==> config.mk <==
export PLATFORM = sky130hd
export DESIGN_NAME = joystick_dir_decoder
export DESIGN_NICKNAME = d
export VERILOG_FILES = /design/src/rtl/joystick_dir_decoder.sv
export SDC_FILE = /design/constraint.sdc
export NUM_CORES = 1
export LEC_CHECK = 0
export CORE_ASPECT_RATIO = 1.1
export CORE_MARGIN = 8
export CORE_UTILIZATION = 60
export CTS_BUF_LIST = sky130_fd_sc_hd__clkbuf_8
export CTS_CLUSTER_DIAMETER = 30
export DETAILED_ROUTE_END_ITERATION = 8
export DONT_BUFFER_PORTS = 1
export PLACE_DENSITY = 0.72
export SLEW_MARGIN = 10
export SYNTH_ARGS = -nofsm -noshare
export SYNTH_HDL_FRONTEND = slang
export SYNTH_SLANG_ARGS = --single-unit
==> constraint.sdc <==
create_clock -name clk -period 7.05 [get_ports clk]
set_input_delay 1.0575 -clock clk [delete_from_list [all_inputs] [get_ports clk]]
set_output_delay 1.0575 -clock clk [all_outputs]
set_load 0.05 [all_outputs]
==> src/rtl/joystick_dir_decoder.sv <==
// Joystick direction decoder: polls a dual-channel ADC, block-averages X/Y,
// classifies against a deadzone and emits direction levels plus auto-repeat events.
// Optional macro JOY_AUTO_CAL_EN: the first average after reset becomes the centre.
module joystick_dir_decoder #(
  parameter int POLL_DIV     = 50000,
  parameter int AVG_LOG2     = 2,
  parameter int CENTER       = 512,
  parameter int DEADZONE     = 150,
  parameter int REPEAT_DELAY = 50,
  parameter int REPEAT_RATE  = 10
) (
  input  logic       clk,
  input  logic       rst_n,
  output logic       adc_start,
  input  logic [9:0] adc_x,
  input  logic [9:0] adc_y,
  input  logic       adc_valid,
  output logic [9:0] x_avg,
  output logic [9:0] y_avg,
  output logic       avg_valid,
  output logic       dir_up,
  output logic       dir_down,
  output logic       dir_left,
  output logic       dir_right,
  output logic       dir_event,
  output logic [2:0] dir_code
);

  localparam int PC_W   = $clog2(POLL_DIV);
  localparam int ACC_W  = 10 + AVG_LOG2;
  localparam int SC_W   = AVG_LOG2 + 1;
  localparam int RC_MAX = (REPEAT_DELAY > REPEAT_RATE) ? REPEAT_DELAY : REPEAT_RATE;
  localparam int RC_W   = $clog2(RC_MAX) + 1;

  localparam logic [PC_W-1:0] POLL_LAST  = PC_W'(POLL_DIV - 1);
  localparam logic [SC_W-1:0] SAMP_LAST  = SC_W'((1 << AVG_LOG2) - 1);
  localparam logic [RC_W-1:0] DELAY_LAST = RC_W'(REPEAT_DELAY - 1);
  localparam logic [RC_W-1:0] RATE_LAST  = RC_W'(REPEAT_RATE - 1);
  localparam logic signed [10:0] DZ_POS  = 11'(DEADZONE);
  localparam logic signed [10:0] DZ_NEG  = 11'(-DEADZONE);

  typedef enum logic [1:0] {NEUTRAL, HELD, REPEAT} state_t;

  logic [PC_W-1:0]  poll_cnt_q, poll_cnt_d;
  logic             busy_q, busy_d;
  logic             start_now;
  logic [ACC_W-1:0] acc_x_q, acc_x_d, acc_y_q, acc_y_d;
  logic [ACC_W-1:0] sum_x, sum_y;
  logic [SC_W-1:0]  samp_cnt_q, samp_cnt_d;
  logic [9:0]       x_avg_q, x_avg_d, y_avg_q, y_avg_d;
  logic             avg_valid_q, avg_valid_d;
  logic [9:0]       ctr_x, ctr_y;
  logic             cls_en;
  logic signed [10:0] dx, dy, adx, ady;
  logic             lv_up, lv_down, lv_left, lv_right;
  logic [2:0]       code;
  state_t           state_q, state_d;
  logic [RC_W-1:0]  rep_cnt_q, rep_cnt_d;
  logic [3:0]       lvl_q, lvl_d;
  logic             dir_event_q, dir_event_d;
  logic [2:0]       dir_code_q, dir_code_d;

  // Poll timer: the counter parks on its last value while a request is outstanding.
  always_comb begin
    start_now  = (poll_cnt_q == POLL_LAST) && !busy_q;
    poll_cnt_d = poll_cnt_q;
    busy_d     = busy_q;
    if (poll_cnt_q != POLL_LAST) begin
      poll_cnt_d = poll_cnt_q + 1'b1;
    end else if (!busy_q) begin
      poll_cnt_d = '0;
    end
    if (start_now) begin
      busy_d = 1'b1;
    end else if (adc_valid) begin
      busy_d = 1'b0;
    end
  end

  assign sum_x = acc_x_q + ACC_W'(adc_x);
  assign sum_y = acc_y_q + ACC_W'(adc_y);

  always_comb begin
    acc_x_d     = acc_x_q;
    acc_y_d     = acc_y_q;
    samp_cnt_d  = samp_cnt_q;
    x_avg_d     = x_avg_q;
    y_avg_d     = y_avg_q;
    avg_valid_d = 1'b0;
    if (adc_valid) begin
      if (samp_cnt_q == SAMP_LAST) begin
        x_avg_d     = 10'(sum_x >> AVG_LOG2);
        y_avg_d     = 10'(sum_y >> AVG_LOG2);
        avg_valid_d = 1'b1;
        acc_x_d     = '0;
        acc_y_d     = '0;
        samp_cnt_d  = '0;
      end else begin
        acc_x_d    = sum_x;
        acc_y_d    = sum_y;
        samp_cnt_d = samp_cnt_q + 1'b1;
      end
    end
  end

`ifdef JOY_AUTO_CAL_EN
  logic       cal_done_q, cal_done_d;
  logic [9:0] ctr_x_q, ctr_x_d, ctr_y_q, ctr_y_d;

  always_comb begin
    cal_done_d = cal_done_q;
    ctr_x_d    = ctr_x_q;
    ctr_y_d    = ctr_y_q;
    if (avg_valid_q && !cal_done_q) begin
      cal_done_d = 1'b1;
      ctr_x_d    = x_avg_q;
      ctr_y_d    = y_avg_q;
    end
  end

  always_ff @(posedge clk or negedge rst_n) begin
    if (!rst_n) begin
      cal_done_q <= 1'b0;
      ctr_x_q    <= 10'(CENTER);
      ctr_y_q    <= 10'(CENTER);
    end else begin
      cal_done_q <= cal_done_d;
      ctr_x_q    <= ctr_x_d;
      ctr_y_q    <= ctr_y_d;
    end
  end

  assign ctr_x  = ctr_x_q;
  assign ctr_y  = ctr_y_q;
  assign cls_en = avg_valid_q && cal_done_q;
`else
  assign ctr_x  = 10'(CENTER);
  assign ctr_y  = 10'(CENTER);
  assign cls_en = avg_valid_q;
`endif

  // Classification; on a magnitude tie the horizontal axis wins.
  always_comb begin
    dx       = $signed({1'b0, x_avg_q}) - $signed({1'b0, ctr_x});
    dy       = $signed({1'b0, y_avg_q}) - $signed({1'b0, ctr_y});
    adx      = (dx < 0) ? -dx : dx;
    ady      = (dy < 0) ? -dy : dy;
    lv_right = dx > DZ_POS;
    lv_left  = dx < DZ_NEG;
    lv_up    = dy > DZ_POS;
    lv_down  = dy < DZ_NEG;
    if (!(lv_right || lv_left || lv_up || lv_down)) begin
      code = 3'd0;
    end else if (adx >= ady) begin
      code = lv_right ? 3'd4 : 3'd3;
    end else begin
      code = lv_up ? 3'd1 : 3'd2;
    end
  end

  always_comb begin
    state_d     = state_q;
    rep_cnt_d   = rep_cnt_q;
    lvl_d       = lvl_q;
    dir_event_d = 1'b0;
    dir_code_d  = dir_code_q;
    if (cls_en) begin
      lvl_d = {lv_up, lv_down, lv_left, lv_right};
      if (code == 3'd0) begin
        state_d    = NEUTRAL;
        rep_cnt_d  = '0;
        dir_code_d = 3'd0;
      end else if (state_q == NEUTRAL || code != dir_code_q) begin
        state_d     = HELD;
        rep_cnt_d   = '0;
        dir_event_d = 1'b1;
        dir_code_d  = code;
      end else begin
        case (state_q)
          HELD: begin
            if (rep_cnt_q == DELAY_LAST) begin
              state_d     = REPEAT;
              rep_cnt_d   = '0;
              dir_event_d = 1'b1;
            end else begin
              rep_cnt_d = rep_cnt_q + 1'b1;
            end
          end
          REPEAT: begin
            if (rep_cnt_q == RATE_LAST) begin
              rep_cnt_d   = '0;
              dir_event_d = 1'b1;
            end else begin
              rep_cnt_d = rep_cnt_q + 1'b1;
            end
          end
          default: begin
            state_d   = NEUTRAL;
            rep_cnt_d = '0;
          end
        endcase
      end
    end
  end

  always_ff @(posedge clk or negedge rst_n) begin
    if (!rst_n) begin
      poll_cnt_q  <= '0;
      busy_q      <= 1'b0;
      acc_x_q     <= '0;
      acc_y_q     <= '0;
      samp_cnt_q  <= '0;
      x_avg_q     <= '0;
      y_avg_q     <= '0;
      avg_valid_q <= 1'b0;
      state_q     <= NEUTRAL;
      rep_cnt_q   <= '0;
      lvl_q       <= '0;
      dir_event_q <= 1'b0;
      dir_code_q  <= '0;
    end else begin
      poll_cnt_q  <= poll_cnt_d;
      busy_q      <= busy_d;
      acc_x_q     <= acc_x_d;
      acc_y_q     <= acc_y_d;
      samp_cnt_q  <= samp_cnt_d;
      x_avg_q     <= x_avg_d;
      y_avg_q     <= y_avg_d;
      avg_valid_q <= avg_valid_d;
      state_q     <= state_d;
      rep_cnt_q   <= rep_cnt_d;
      lvl_q       <= lvl_d;
      dir_event_q <= dir_event_d;
      dir_code_q  <= dir_code_d;
    end
  end

  assign adc_start = start_now;
  assign x_avg     = x_avg_q;
  assign y_avg     = y_avg_q;
  assign avg_valid = avg_valid_q;
  assign dir_up    = lvl_q[3];
  assign dir_down  = lvl_q[2];
  assign dir_left  = lvl_q[1];
  assign dir_right = lvl_q[0];
  assign dir_event = dir_event_q;
  assign dir_code  = dir_code_q;

endmodule

==> results of run 1 <==
-- cell usage after synthesis, types with 5 or more instances --
master     instances  area (sq um)
dfrtp_1           82          2052
nand2_1           52         195.2
ha_1              42         525.5
inv_1             42         157.7
a21oi_1           35         175.2
nand3_1           34         170.2
o21ai_0           28         140.1
nor2_1            24         90.09
xnor2_1           20         175.2
o2bb2ai_1         15         131.4
xor2_1            13         113.9
and3_1            12         75.07
clkbuf_1          12         45.04
mux2i_1           12         120.1
nand2b_1          11         68.82
nor3_1            10         50.05
a21o_1             9         67.56
a31oi_1            8         50.05
mux2_2             7         78.83
nand4_1            7         43.79
nor2b_1            5         31.28
o21a_1             5         37.54
o32ai_1            5         43.79
-- placed cells by master (no fill, tap or decap), types with 3 or more instances in the layout --
| cell type | n |
|---|---|
| dfrtp_1 | 82 |
| nand2_1 | 52 |
| inv_1 | 44 |
| ha_1 | 42 |
| a21oi_1 | 35 |
| nand3_1 | 34 |
| o21ai_0 | 28 |
| nor2_1 | 24 |
| xnor2_1 | 20 |
| o2bb2ai_1 | 15 |
| xor2_1 | 13 |
| and3_1 | 12 |
| mux2i_1 | 12 |
| nand2b_1 | 11 |
| nor3_1 | 10 |
| a21o_1 | 9 |
| clkbuf_8 | 9 |
| a31oi_1 | 8 |
| mux2_2 | 7 |
| nand4_1 | 7 |
| nor2b_1 | 5 |
| o32ai_1 | 5 |
| o21a_1 | 5 |
| nand4b_1 | 4 |
| a22o_1 | 4 |
| o22ai_1 | 4 |
| a211o_1 | 4 |
| a211oi_1 | 3 |
| o211ai_1 | 3 |
| and2_1 | 3 |
| a41oi_1 | 3 |
| o31ai_1 | 3 |
-- how the worst min path moves through the flow --
stage / slack [ns] / endpoint
2_1_floorplan: 0.45 / poll_cnt_q[15]
3_3_place_gp: 0.46 / samp_cnt_q[0]
3_5_place_dp: 0.47 / poll_cnt_q[15]
4_1_cts: 0.37 / rep_cnt_q[1]
5_1_grt: 0.37 / acc_x_q[2]
6_report: 0.39 / acc_x_q[2]
-- registers in the layout, indices dropped and copies added (netlist names) --
signal / count
poll_cnt_q: 16
acc_x_q: 12
acc_y_q: 12
x_avg: 10
y_avg: 10
rep_cnt_q: 7
lvl_q: 4
dir_code: 3
samp_cnt_q: 3
state_q: 2
avg_valid: 1
busy_q: 1
dir_event: 1
-- routing by layer --
metal  up-vias  share of wire [%]  routed length [microns]  track usage (%)
met5         -                  0                        0                0
met4         0                1.8                      201            7.887
met3        14                6.6                      749            5.124
met2        93                 45                     5156            31.34
met1      1992                 47                     5313            24.13
li1       2048                  -                        -                -
-- cells by family (layout without fill, tap and decap cells) --
| logic type | after synthesis | after routing |
|---|---|---|
| adder cells (fa/ha/maj) | 44 | 44 |
| AO/OA/AOI/OAI | 149 | 149 |
| AND/OR/NAND/NOR | 177 | 177 |
| multiplexers | 19 | 19 |
| XOR/XNOR | 33 | 33 |
| buffers and inverters | 63 | 60 |
| flip-flops | 82 | 82 |
| other | 2 | 2 |
-- power by group through the flow --
stage          clock (mW)  combinational (mW)  sequential (mW)
2_1_floorplan           0                1.10            0.997
3_3_place_gp            0                1.24             1.08
3_5_place_dp            0                1.29             1.09
4_1_cts             0.337                1.29             1.08
5_1_grt             0.353                1.47             1.11
6_report            0.331                1.29             1.08
-- worst max-delay path, cell delays in order (launching register included) --
cell	delay, ns
dfrtp_1	0.68
inv_1	0.17
ha_1	0.24
nor2b_1	0.16
a21oi_1	0.19
xor2_1	0.21
ha_1	0.27
a21o_1	0.17
a2111oi_2	0.40
o211ai_1	0.26
a21oi_1	0.29
o2bb2ai_1	0.15
a31o_1	0.39
and2_4	0.24
o32ai_1	0.08
-- area by class of cell --
type                       instances  area [sq um]  area share [%]
timing repair buffer               1         7.507          0.1352
tap                              114         142.6           2.569
sequential                        82          2052           36.96
clock inverter                     7         62.56           1.127
inverter                          43         161.4           2.907
clock buffer                       9         123.9           2.231
multi-input combinational        424          3002           54.07
-- per-stage QoR --
stage / instances / cell area [sq um] / utilization (%) / setup WS, ns
after floorplan: 569 / 5309 / - / 3.507
after global placement: 664 / 5365 / 61.40 / 3.114
after detailed placement: 664 / 5365 / 61.40 / 3.039
after CTS: 680 / 5552 / 63.53 / 3.032
after global routing: 680 / 5552 / 63.53 / 2.699
final: 680 / 5552 / 63.53 / 3.048
==> qor.yml, run 1 <==
synth_edf_count: 0
grt_pass1_vias: 4089
power.density_nw_per_um2: 486.5
synthCells: 569
fmax_mhz: 249.9
share_comb_of_total_power_pct: 47.9
routed_via_density: 6.099
hold_viol: 0
max_cap_viol_count: 0
drtPass1Iterations: 5
clkPwrFrac_pct: 12.3
synthXorXnorAreaFrac_pct: 5.444
p_int_mw: 1.331
hold_class: "in2async"
r2r_cells: 14
rr_startpoint: "x_avg[0]"
drt_wl_total_microns: 11420
synth_top_family_by_area: "compound AO/OA/AOI/OAI gates"
fin_setup_tns_ns: 0
yosysSeqAreaShare_pct: 38.65
overflow: 0
io_buffers: 0
dieArea_sq_um: 12120
antenna_found_initial: 0
leakagePower_nw: 2.521
grt_first_pass_wirelength_microns: 19290
seqPwrFrac_pct: 39.9
gp_congestion: 0.8600
p_sw_share_pct: 50.72
status: "finished clean"
dp_hpwl_microns: 8288
placementRows: 36
vias: 4147
slew_violations: 0
cts_buffers: 9
die_h_microns: 114.7
drcViolationCount: 0
fin_hold_ws_ns: 0.3908
postCtsSetupBuffers: 0
initial_utilization_pct: 60.75
power_mw: 2.701
cts_max_level: 3
syn_nets: 636
worstMarginPinSlew_ns: 0.9136
synth-compound-area-share_pct: 19.42
syn_avg_cell_area_sq_um: 9.330
slew_headroom_pct: 39.09
cts.root.buffer_cell: "clkbuf_8"
holdBufCountCts: 0
clk_latency_ns: 0.36
worstReg2RegEnd: "dir_code[0]"
synth_fa_ha_area_share_pct: 10.65
ant_nets: 0
synthFlopType: "dfrtp_1"
synth_seq_cells: 82
num-nets-final: 628
reg2reg_slack_ns: 3.05
cts_tree: "done"
p_sw_mw: 1.370
synth_mux_area_share_pct: 3.747
n_antenna_cell: 0
grt_start_max_net_pins: 83
rsz0062_at_grt: "no"
cts_resized: 0
io_pins: 53
clk_pin_slew_worst_paths_ns: 0.08
startpoint: "x_avg[0]"
post-route-period-util_pct: 56.76
cts_sinks: 82
worst_clock_skew_ns: 0.01024
layout-drive-gt1-share_pct: 5.830
crit_fanout: 9
setup_viol: 0
vdd_ir_drop_max_uv: 234.1
wl_per_cell_microns: 16.79
ys.warnings.count: 0
core-area_sq_um: 8738
start_kind: "register"
drt_iter0_drc: 301
fin_crit_ns: 4.002
fillers: 737
cts.path.max_buffers: 2
die-width_microns: 105.7
path_class: "reg2reg"
crit_path_end_kind: "register"
synthesis.area_sq_um: 5309
synth_simple_gate_area_share_pct: 17.13
crit_arrival_ns: 4.24
endpoint: "dir_code[0]"
syn_to_final_growth_pct: 4.572
gr-usage-all-layers_pct: 19.42
ys_async_sr_fraction_pct: 100.0
required_ns: 7.29
synth_cell_types: 68
Note: power is estimated with default switching activity, not from simulation.
==> run 2: changes to the inputs <==
==> constraint.sdc (replaced) <==
create_clock -name clk -period 3.95 [get_ports clk]
set_input_delay 0.5925 -clock clk [delete_from_list [all_inputs] [get_ports clk]]
set_output_delay 0.5925 -clock clk [all_outputs]
set_load 0.05 [all_outputs]
==> run 2 against run 1 <==
  * Critical endpoint unchanged
  * Maximum frequency up 11%
  * Total power up 87%
  * Largest cell class unchanged
  * Clock power up 89%
  * Critical path type unchanged
==> qor.yml, run 2 (same netlist as run 1, synthesis figures left out) <==
fmax_mhz: 276.9  # +11%
slew_headroom_pct: 38.69  # -0.40 points
start_kind: "register"
mostFrequentLayoutCells: "dfrtp_1 (82), nand2_1 (52), inv_1 (42), ha_1 (42), a21oi_1 (35)"
top_register: "poll_cnt_q"
dp_hpwl_microns: 8681  # +4.7%
grt.busiest_layer: "met2"
hold_viol: 0  # unchanged
gp_congestion: 0.8535  # -0.76%
drcViolationCount: 0  # unchanged
power.density_nw_per_um2: 878.8  # +81%
drtPass1Iterations: 5  # unchanged
critPathMaxStageDelay_ns: 0.40  # -0.28 ns
gr-usage-all-layers_pct: 20.59  # +1.2 points
cp_slowest_cell: "a2111oi_2"
vias: 4220  # +1.8%
cp_cell_sequence: "buf_4, nor3_1, a31oi_1, xor2_1, ha_1, a21o_1, a2111oi_2, o211ai_1, a21oi_1, o2bb2ai_1, a31o_1, and2_4, o32ai_1"
slew_violations: 0  # unchanged
syn_to_final_growth_pct: 8.249
layout_setup_ws_ns: 0.3385  # -2.710 ns
path_class: "reg2reg"
power_mw: 5.050  # +87%
clk_pin_slew_worst_paths_ns: 0.09  # about the same
initial_utilization_pct: 60.75  # unchanged
placementRows: 36  # unchanged
postCtsSetupBuffers: 0  # unchanged
layout-drive-gt1-share_pct: 9.540  # +3.7 points
r2r_cells: 13  # -1
cts_max_level: 3  # unchanged
p_sw_share_pct: 50.02  # -0.70 points
p_sw_mw: 2.526  # +84%
largest_reg_flops: 16  # unchanged
fin_crit_ns: 3.612  # -0.3903 ns
status: "finished clean"
cts.path.max_buffers: 2  # unchanged
drt_iter0_drc: 388  # +29%
fin_setup_tns_ns: 0  # unchanged
drt_wl_total_microns: 11780  # +3.2%
grt_pass1_vias: 4227  # +3.4%
routed_via_density: 6.020  # -1.3%
grt_start_max_net_pins: 83  # unchanged
grt.met3_usage_pct: 5.631  # +0.51 points
die-width_microns: 105.7  # unchanged
post-route-period-util_pct: 91.43  # +35 points
required_ns: 4.19  # -3.10 ns
cts.root.buffer_cell: "clkbuf_8"
mostFrequentLayoutCell: "dfrtp_1"
p_int_mw: 2.524  # +90%
clk_latency_ns: 0.36  # about the same
cts_buffers: 9  # unchanged
cts_sinks: 82  # unchanged
die_h_microns: 114.7  # unchanged
setup_viol: 0  # unchanged
clkPwrFrac_pct: 12.4  # about the same
share_comb_of_total_power_pct: 58.2  # +10 points
num-nets-final: 649  # +3.3%
core-area_sq_um: 8738  # unchanged
worst_clock_skew_ns: 0.01156  # +0.001318 ns
io_buffers: 0  # unchanged
grt_use_met2_pct: 32.80  # +1.5 points
worstMarginPinSlew_ns: 0.9196  # +0.006021 ns
io_pins: 53  # unchanged
rsz0062_at_grt: "no"
crit_fanout: 9  # unchanged
hold_class: "in2async"
dieArea_sq_um: 12120  # unchanged
gr-usage-met1_pct: 26.52  # +2.4 points
vdd_ir_drop_max_uv: 415.2  # +77%
crit_path_end_kind: "register"
fin_hold_ws_ns: 0.1078  # -0.2830 ns
max_cap_viol_count: 0  # unchanged
n_antenna_cell: 0  # unchanged
fillers: 743  # +0.81%
leakagePower_nw: 2.632  # +4.4%
grt_first_pass_wirelength_microns: 20270  # +5.1%
cts_tree: "done"
crit_arrival_ns: 3.85  # -0.39 ns
ant_nets: 0  # unchanged
pre_cts_ws_ns: 0.3629  # -2.677 ns
wl_per_cell_microns: 16.81  # about the same
overflow: 0  # unchanged
final_util_pct: 65.76  # +2.2 points
antenna_found_initial: 0  # unchanged
reg.largest.list: "poll_cnt_q x16, acc_x_q x12, acc_y_q x12"
seqPwrFrac_pct: 29.4  # -10 points
==> run 2: timing repair <==
action,in CTS,in global routing
hold endpoints to repair,82,0
hold buffers,1,0
resized for setup,0,0
==> run 2: layout make-up <==
class	instances	area (sq um)	area share, %
timing repair buffer	22	185.2	3.222
clock buffer	10	137.6	2.395
tap	114	142.6	2.482
inverter	43	161.4	2.809
sequential	82	2052	35.71
multi-input combinational	424	3002	52.23
clock inverter	6	66.31	1.154
==> run 2: routing by layer <==
metal / up-vias / wire (microns)
li1: 2085 / -
met1: 2028 / 5485
met2: 92 / 5396
met3: 15 / 714
met4: 0 / 185
met5: - / 0
==> run 2: path summary, 6_finish.rpt <==
kind,start,end,slack [ns]
setup / recovery,x_avg[0],dir_code[0],0.34
hold / removal,rst_n,acc_y_q[3],0.11
setup reg to reg,x_avg[0],dir_code[0],0.34
hold reg to reg,samp_cnt_q[0],samp_cnt_q[0],0.48
max in group asynchronous,rst_n,poll_cnt_q[11],3.48
min in group clk,adc_valid,samp_cnt_q[2],0.32
==> run 2: per-stage QoR <==
step | std cells | area, sq um
5_1_grt | 701 | 5747
3_5_place_dp | 684 | 5515
6_report | 701 | 5747
4_1_cts | 701 | 5747
3_3_place_gp | 684 | 5515
2_1_floorplan | 569 | 5309
==> run 2: power by group through the flow <==
stage | clock, mW | sequential [mW] | combinational, mW
6_report | 0.625 | 1.48 | 2.94
3_3_place_gp | 0 | 1.48 | 2.80
4_1_cts | 0.639 | 1.48 | 2.93
3_5_place_dp | 0 | 1.50 | 2.90
5_1_grt | 0.670 | 1.53 | 3.29
2_1_floorplan | 0 | 1.78 | 1.97
==> run 2: critical path, delay by kind of cell (launching register included) <==
family,cells,cell delay [ns]
buf+inv,1,0.20
simple gates,2,0.61
compound gates,8,1.92
flops,1,0.38
fa+ha+maj,1,0.21
xor+xnor,1,0.18
==> run 3: changes to the inputs <==
--- a/config.mk
+++ b/config.mk
@@ -13,6 +13,7 @@
 export DETAILED_ROUTE_END_ITERATION = 8
 export DONT_BUFFER_PORTS = 1
 export PLACE_DENSITY = 0.72
+export SETUP_SLACK_MARGIN = 0.05
 export SLEW_MARGIN = 10
 export SYNTH_ARGS = -nofsm -noshare
 export SYNTH_HDL_FRONTEND = slang
==> run 3 against run 2 <==
  * Critical path depth up 1
  * Total power hardly changed
  * Clock skew hardly changed
  * Largest power group unchanged
  * Clock-buffer cell count unchanged
  * Via count barely moved
  * Global-route usage unchanged
  * Worst setup slack improved by 0.0017 ns
  * Cell count is the same
  * Highest routed layer unchanged
  * Non-clock buffer count did not move
  * Largest cell class unchanged
  * Sequential share of layout area about the same
  * First-iteration DRC count is 0.77% higher
==> qor.yml, run 3 (same netlist as run 1, synthesis figures left out) <==
grt.busiest_layer: "met2"
placementRows: 36  # unchanged
mostFrequentLayoutCells: "dfrtp_1 (82), nand2_1 (52), inv_1 (42), ha_1 (42), a21oi_1 (35)"
status: "finished clean"
placed_cell_area_sq_um: 5515  # unchanged
die_h_microns: 114.7  # unchanged
cts_buffers: 9  # unchanged
fmax_mhz: 277.0  # about the same
layout_setup_ws_ns: 0.3402  # +0.001742 ns
numPlacedInstances: 684  # unchanged
num-nets-final: 649  # unchanged
slew_violations: 0  # unchanged
cp_num_buf_inv: 1  # unchanged
post-route-period-util_pct: 91.39  # about the same
rsz0062_at_grt: "no"
layout-drive-gt1-share_pct: 9.710  # +0.17 points
crit_arrival_ns: 3.85  # about the same
routed_via_density: 6.019  # about the same
mostFrequentLayoutCell: "dfrtp_1"
cp_slowest_cell: "a2111oi_2"
core-area_sq_um: 8738  # unchanged
fin_setup_tns_ns: 0  # unchanged
clk_pin_slew_worst_paths_ns: 0.09  # about the same
antenna_found_initial: 0  # unchanged
worst_clock_skew_ns: 0.01154  # -0.00002230 ns
power_mw: 5.052  # about the same
leakagePower_nw: 2.633  # about the same
drt_wl_total_microns: 11760  # -0.20%
syn_to_final_growth_pct: 8.343  # about the same
power.density_nw_per_um2: 878.3  # about the same
gr-usage-all-layers_pct: 20.59  # unchanged
final_util_pct: 65.82  # about the same
drtPass1Iterations: 5  # unchanged
cp_num_cells: 14  # +1
top_register: "poll_cnt_q"
path_class: "reg2reg"
cts_sinks: 82  # unchanged
worstMarginPinSlew_ns: 0.8728  # -0.04683 ns
gp_congestion: 0.8535  # unchanged
drcViolationCount: 0  # unchanged
dieArea_sq_um: 12120  # unchanged
critPathMaxStageDelay_ns: 0.40  # about the same
hold_class: "in2async"
overflow: 0  # unchanged
cts_tree: "done"
drt_iter0_drc: 391  # +0.77%
crit_fanout: 9  # unchanged
grt_pass1_vias: 4227  # unchanged
slew_headroom_pct: 41.81  # +3.1 points
initial_utilization_pct: 60.75  # unchanged
io_buffers: 0  # unchanged
clk_latency_ns: 0.36  # about the same
ant_nets: 0  # unchanged
cp_top_family: "compound AO/OA/AOI/OAI gates"
reg.largest.list: "poll_cnt_q x16, acc_x_q x12, acc_y_q x12"
fin_hold_ws_ns: 0.1070  # -0.0008650 ns
grt_use_met2_pct: 32.80  # unchanged
grt_first_pass_wirelength_microns: 20270  # unchanged
die-width_microns: 105.7  # unchanged
pre_cts_ws_ns: 0.3629  # unchanged
setup_viol: 0  # unchanged
max_cap_viol_count: 0  # unchanged
gr-usage-met1_pct: 26.52  # unchanged
stdcell_area_sq_um: 5752  # about the same
largest_reg_flops: 16  # unchanged
r2r_cells: 14  # +1
vdd_ir_drop_max_uv: 416.7  # +0.35%
wl_per_cell_microns: 16.77  # -0.20%
cp_cell_sequence: "inv_1, ha_1, nor2b_1, a21oi_1, xor2_1, ha_1, a21o_1, a2111oi_2, o211ai_1, a21oi_1, o2bb2ai_1, a31o_1, and2_4, o32ai_1"
grt_start_max_net_pins: 83  # unchanged
n_antenna_cell: 0  # unchanged
cts_max_level: 3  # unchanged
required_ns: 4.19  # about the same
vias: 4219  # -0.024%
cts.path.max_buffers: 2  # unchanged
io_pins: 53  # unchanged
hold_viol: 0  # unchanged
grt.met3_usage_pct: 5.631  # unchanged
dp_hpwl_microns: 8681  # unchanged
fin_crit_ns: 3.610  # -0.001742 ns
final_cells: 701  # unchanged
cts.root.buffer_cell: "clkbuf_8"
start_kind: "register"
crit_path_end_kind: "register"
==> run 3: cell types whose count changed in the layout (fill, tap and decap cells not counted) <==
cell,delta
nor3_1,-1
nor3_2,+1
==> run 3: timing repair <==
item	4_1_cts	5_1_grt
setup buffers	0	0
hold buffers	1	0
setup endpoints to repair	0	2
hold endpoints to repair	82	0
gates resized for setup	0	1
==> run 3: report_power, final <==
| part | internal, mW | switching [mW] |
|---|---|---|
| logic | 1.11 | 1.84 |
| registers | 1.11 | 0.374 |
| clock network | 0.309 | 0.317 |
==> run 3: layout make-up <==
type                       count  area, sq um
sequential                    82         2052
fill                         740         2987
multi-input combinational    424         3007
clock buffer                  10        137.6
tap                          114        142.6
clock inverter                 6        66.31
inverter                      43        161.4
timing repair buffer          22        185.2
==> run 3: worst reg2reg max path: cells and delay by family, from the launching register on <==
kind,cells,cell delay [ns]
simple gates,2,0.47
xor+xnor,1,0.16
compound gates,8,1.85
fa+ha+maj,2,0.51
buf+inv,1,0.11
flops,1,0.38
==> run 3: per-layer routing <==
metal	share of wire [%]	vias to the layer above
li1	-	2086
met1	46	2030
met2	46	89
met3	6.2	14
met4	1.5	0
met5	0	-
==> run 3: worst paths after layout <==
path | end | slack, ns | startpoint
setup / recovery | dir_code[0] | 0.34 | x_avg[0]
hold / removal | acc_y_q[3] | 0.11 | rst_n
setup reg to reg | dir_code[0] | 0.34 | x_avg[0]
hold reg to reg | samp_cnt_q[0] | 0.48 | samp_cnt_q[0]
max in group asynchronous | poll_cnt_q[11] | 3.49 | rst_n
min in group clk | samp_cnt_q[2] | 0.32 | adc_valid
==> patch 1, RTL diff (flow settings as in run 2) <==
Add an input register stage for `adc_x`, without a reset; this delays it by one clock. The other inputs are not delayed to match.
--- a/src/rtl/joystick_dir_decoder.sv
+++ b/src/rtl/joystick_dir_decoder.sv
@@ -41,6 +41,12 @@
 
   typedef enum logic [1:0] {NEUTRAL, HELD, REPEAT} state_t;
 
+  logic [9:0] adc_x_q;
+
+  always_ff @(posedge clk) begin
+    adc_x_q <= adc_x;
+  end
+
   logic [PC_W-1:0]  poll_cnt_q, poll_cnt_d;
   logic             busy_q, busy_d;
   logic             start_now;
@@ -77,7 +83,7 @@
     end
   end
 
-  assign sum_x = acc_x_q + ACC_W'(adc_x);
+  assign sum_x = acc_x_q + ACC_W'(adc_x_q);
   assign sum_y = acc_y_q + ACC_W'(adc_y);
 
   always_comb begin
Behaviour: not the same (a bounded check fails within 10 cycles, from zero or initial values and one cycle with rst_n low).
==> patch 1 against run 2 <==
  * Worst hold slack improved by 28 ps
  * Setup slack improved by 66 ps
  * Sequential cell count rose by 10
  * Via count rose by 1.3%
  * Wire length rose by 2.2%
  * Area after synthesis rose by 2.5%
  * Power fell by 0.44%
  * Design area rose by 2.2%
  * Combinational power fell by 4%
==> patch 1: results (changes against run 2) <==
Signal buf overhead=3.15% (was 3.22%); Adder-Cell Fraction of Synth Area=10.4% (was 10.7%); GRT Util Overall=20.1% (was 20.6%); register area share after synthesis=41.4% (was 38.7%); Comb power frac=56.2% (was 58.2%); layout cells sized above 1=9.95% (was 9.54%); layout filler cell count=710 (was 743); final WL=12,000 µm (was 11,800 µm); hpwl dp=8870 µm (was 8680 µm); Logic inverters=42 (was 43); Worst R2R Start=y_avg[1] (was x_avg[0]); CP arrival=3800 ps (was 3850 ps); M3 GR Usage=4.89% (was 5.63%); Placer Congestion=0.938 (was 0.854); Final #Nets=655 (was 649); fraction of registers with async set/reset=89.1% (was 100%); Clock buf/inv share=3.34% (was 3.55%); multi-input gates=421 (was 424); worst reg-to-reg setup slack=400 ps (was 340 ps); metal1 wirelength=5510 µm (was 5490 µm); first-pass GRT wire length=20,200 µm (was 20,300 µm); status=complete, no violations (unchanged); Post-synth top cells=dfrtp_1 (82), nand2_1 (54), ha_1 (42), inv_1 (42), nor2_1 (39) (was dfrtp_1 (82), nand2_1 (52), ha_1 (42), inv_1 (42), a21oi_1 (35)); complex-gate fraction of the synthesized area=20.2% (was 19.4%); Vias/cell=6.05 (was 6.02); met2 routed wirelength=5680 µm (was 5400 µm); Design Power=5.03 mW (was 5.05 mW); Yosys reg bits=92 (was 82); Leak Pwr=2.70 nW (was 2.63 nW); M1 GR Usage=25.8% (was 26.5%); CP max stage delay=480 ps (was 400 ps)
==> patch 1: changes by cell type in the layout (fill, tap and decap cells not counted), sizes merged, moves of 7 or more <==
cell,delta
mux2i,-7
o21a,+7
dfxtp,+10
nand3,-17
a21oi,-7
nor2,+15
o21ai,+9
==> patch 1: timing repair <==
item,4_1_cts,5_1_grt
hold endpoints to repair,82,0
endpoints found under the setup margin,0,5
resized for setup,0,1
hold buffers,1,0
==> patch 1: per-stage QoR <==
step | worst slack, ps | cell area [µm²] | hold slack, ps | instances
global route | 96.0 | 5870 | 157 | 707
global placement | 522 | 5640 | 299 | 690
finish | 405 | 5870 | 135 | 707
detailed placement | 324 | 5640 | 299 | 690
floorplan | 338 | 5440 | 297 | 575
CTS | 299 | 5870 | 139 | 707
==> patch 1: critical path, delay by kind of cell (launching register included) <==
kind,cells,cell delay (ps)
AOI/OAI and AO/OA,7,1650
xor gates and xnor gates,1,150
adders and majority gates,1,270
buffers and inverters,1,210
DFF,1,390
and+or+nand+nor,3,780
==> patch 2, RTL diff (settings of run 2) <==
Made on the original files. `POLL_DIV`: 50000 -> 25000.
--- a/src/rtl/joystick_dir_decoder.sv
+++ b/src/rtl/joystick_dir_decoder.sv
@@ -2,7 +2,7 @@
 // classifies against a deadzone and emits direction levels plus auto-repeat events.
 // Optional macro JOY_AUTO_CAL_EN: the first average after reset becomes the centre.
 module joystick_dir_decoder #(
-  parameter int POLL_DIV     = 50000,
+  parameter int POLL_DIV     = 25000,
   parameter int AVG_LOG2     = 2,
   parameter int CENTER       = 512,
   parameter int DEADZONE     = 150,
Behaviour: no difference found for any inputs over 4 cycles, from zero or initial values and one cycle with rst_n low; that may be too few to reach the edited logic, so the function may still have changed.
==> patch 2 against run 2 <==
  * Sequential share of layout area grew 0.44 points
  * Setup slack improved by 130 ps
  * Sequential cell count fell by 1
  * Wire length down 4.8%
  * Area after synthesis shrank 2.9%
  * Power shrank 3.7%
  * Non-clock buffer count did not move
  * First-iteration DRC count down 48%
  * Die area down 2.5%
  * Design area fell by 2.4%
  * Largest power group unchanged
  * Highest routed layer unchanged
==> patch 2: results (changes against run 2) <==
status=complete, no violations (unchanged); first drt pass iteration count=4 (was 5); CP arrival=3780 ps (was 3850 ps); Root Buffer=clkbuf_8 (unchanged); Initial DRC Count=201 (was 388); register area share after synthesis=39.3% (was 38.7%); Final #Nets=650 (was 649); clock skew=14.8 ps (was 11.6 ps); slowest CP cell=dfrtp_1 (was a2111oi_2); first-pass GRT wire length=19,300 µm (was 20,300 µm); CP top delay family=compound AO/OA/AOI/OAI gates (unchanged); most frequent cell after synthesis=dfrtp_1 (unchanged); Slew HR=23.4% (was 38.7%); Max IR drop VDD=0.428 mV (was 0.415 mV); final WL=11,200 µm (was 11,800 µm); hpwl dp=8400 µm (was 8680 µm); layout cells sized above 1=9.86% (was 9.54%); final-report hold violation count=0 (unchanged); Yosys cell types=64 (was 68); worst slack at placement=517 ps (was 363 ps); Placer Congestion=0.907 (was 0.854); syn nets=633 (was 636); largest cells by area after synthesis=dfrtp_1 (39%), ha_1 (10%), inv_1 (4.4%) (was dfrtp_1 (39%), ha_1 (9.9%), nand2_1 (3.7%)); Largest regs=poll_cnt_q x15, acc_x_q x12, acc_y_q x12 (was poll_cnt_q x16, acc_x_q x12, acc_y_q x12); Leak Pwr=2.57 nW (was 2.63 nW); GRT Util Overall=19.7% (was 20.6%); largest net degree at the start of global routing=82 (was 83); CP max stage delay=460 ps (was 400 ps); crit-path max FO=8 (was 9); Antenna Nets Post-Route=0 (unchanged); Post-synth top cells=dfrtp_1 (81), inv_1 (60), nand2_1 (43), ha_1 (42), o21ai_0 (38) (was dfrtp_1 (82), nand2_1 (52), ha_1 (42), inv_1 (42), a21oi_1 (35)); Vias/cell=5.88 (was 6.02); Num CTS Buffers=9 (unchanged); # hold bufs at CTS=1 (unchanged)
patch 2: cell type report:
class                           instances  area [µm²]
Clock inverter                          7        76.3
Fill cell                             684        2760
Clock buffer                            9         124
Inverter                               60         225
Sequential cell                        81        2030
Timing Repair Buffer                   22         185
Multi-Input combinational cell        409        2830
Tap cell                              111         139
patch 2: kinds of logic (layout without fill, tap and decap cells):
logic type	count (synthesis)	in the layout	synth area share [%]
and+or+nand+nor	166	166	15.8
DFF	81	81	39.3
AOI/OAI and AO/OA	146	146	18.7
buffers and inverters	76	98	5.83
adders and majority gates	44	44	11.0
other	2	2	0.146
xor gates and xnor gates	38	38	6.46
muxes	13	13	2.74
patch 2: routing by layer:
layer	wire length, µm	vias to the layer above	global-route usage (%)
li1	-	2034	-
met1	5010	1958	25.0
met2	5230	100	31.2
met3	775	18	5.74
met4	207	0	7.25
met5	0	-	0
patch 2: worst paths after layout:
kind | from | endpoint | slack (ps) | cells after the start
worst max-delay path | x_avg[1] | state_q[1] | 470 | 12
max in group asynchronous | rst_n | poll_cnt_q[5] | 3510 | 1
worst min-delay path | rst_n | x_avg[5] | 120 | 1
min in group clk | adc_valid | acc_x_q[1] | 330 | 1
worst max register to register | x_avg[1] | state_q[1] | 470 | 12
worst min register to register | samp_cnt_q[0] | samp_cnt_q[0] | 480 | 1
patch 2: stage by stage:
| step | hold slack (ps) | instances | instance area (µm²) |
|---|---|---|---|
| 5_1_grt | 155 | 699 | 5610 |
| 6_report | 122 | 699 | 5610 |
| 3_3_place_gp | 300 | 682 | 5380 |
| 2_1_floorplan | 297 | 566 | 5150 |
| 4_1_cts | 129 | 699 | 5610 |
| 3_5_place_dp | 301 | 682 | 5380 |
patch 2: power breakdown:
group	switching (mW)	internal [mW]
sequential	0.391	1.09
combinational	1.72	1.04
clock	0.319	0.298
total	2.43	2.43
patch 2: worst register-to-register path, cell delays in order (launching register included):
cell      delay (ps)
dfrtp_1          460
nor3_1           430
a31oi_1          160
xor2_1           180
ha_1             320
nand2_1          120
nor2_1            60
a31oi_1          250
o22a_1           290
mux2_4           340
a211oi_4         400
and2_4           240
a32o_1           160
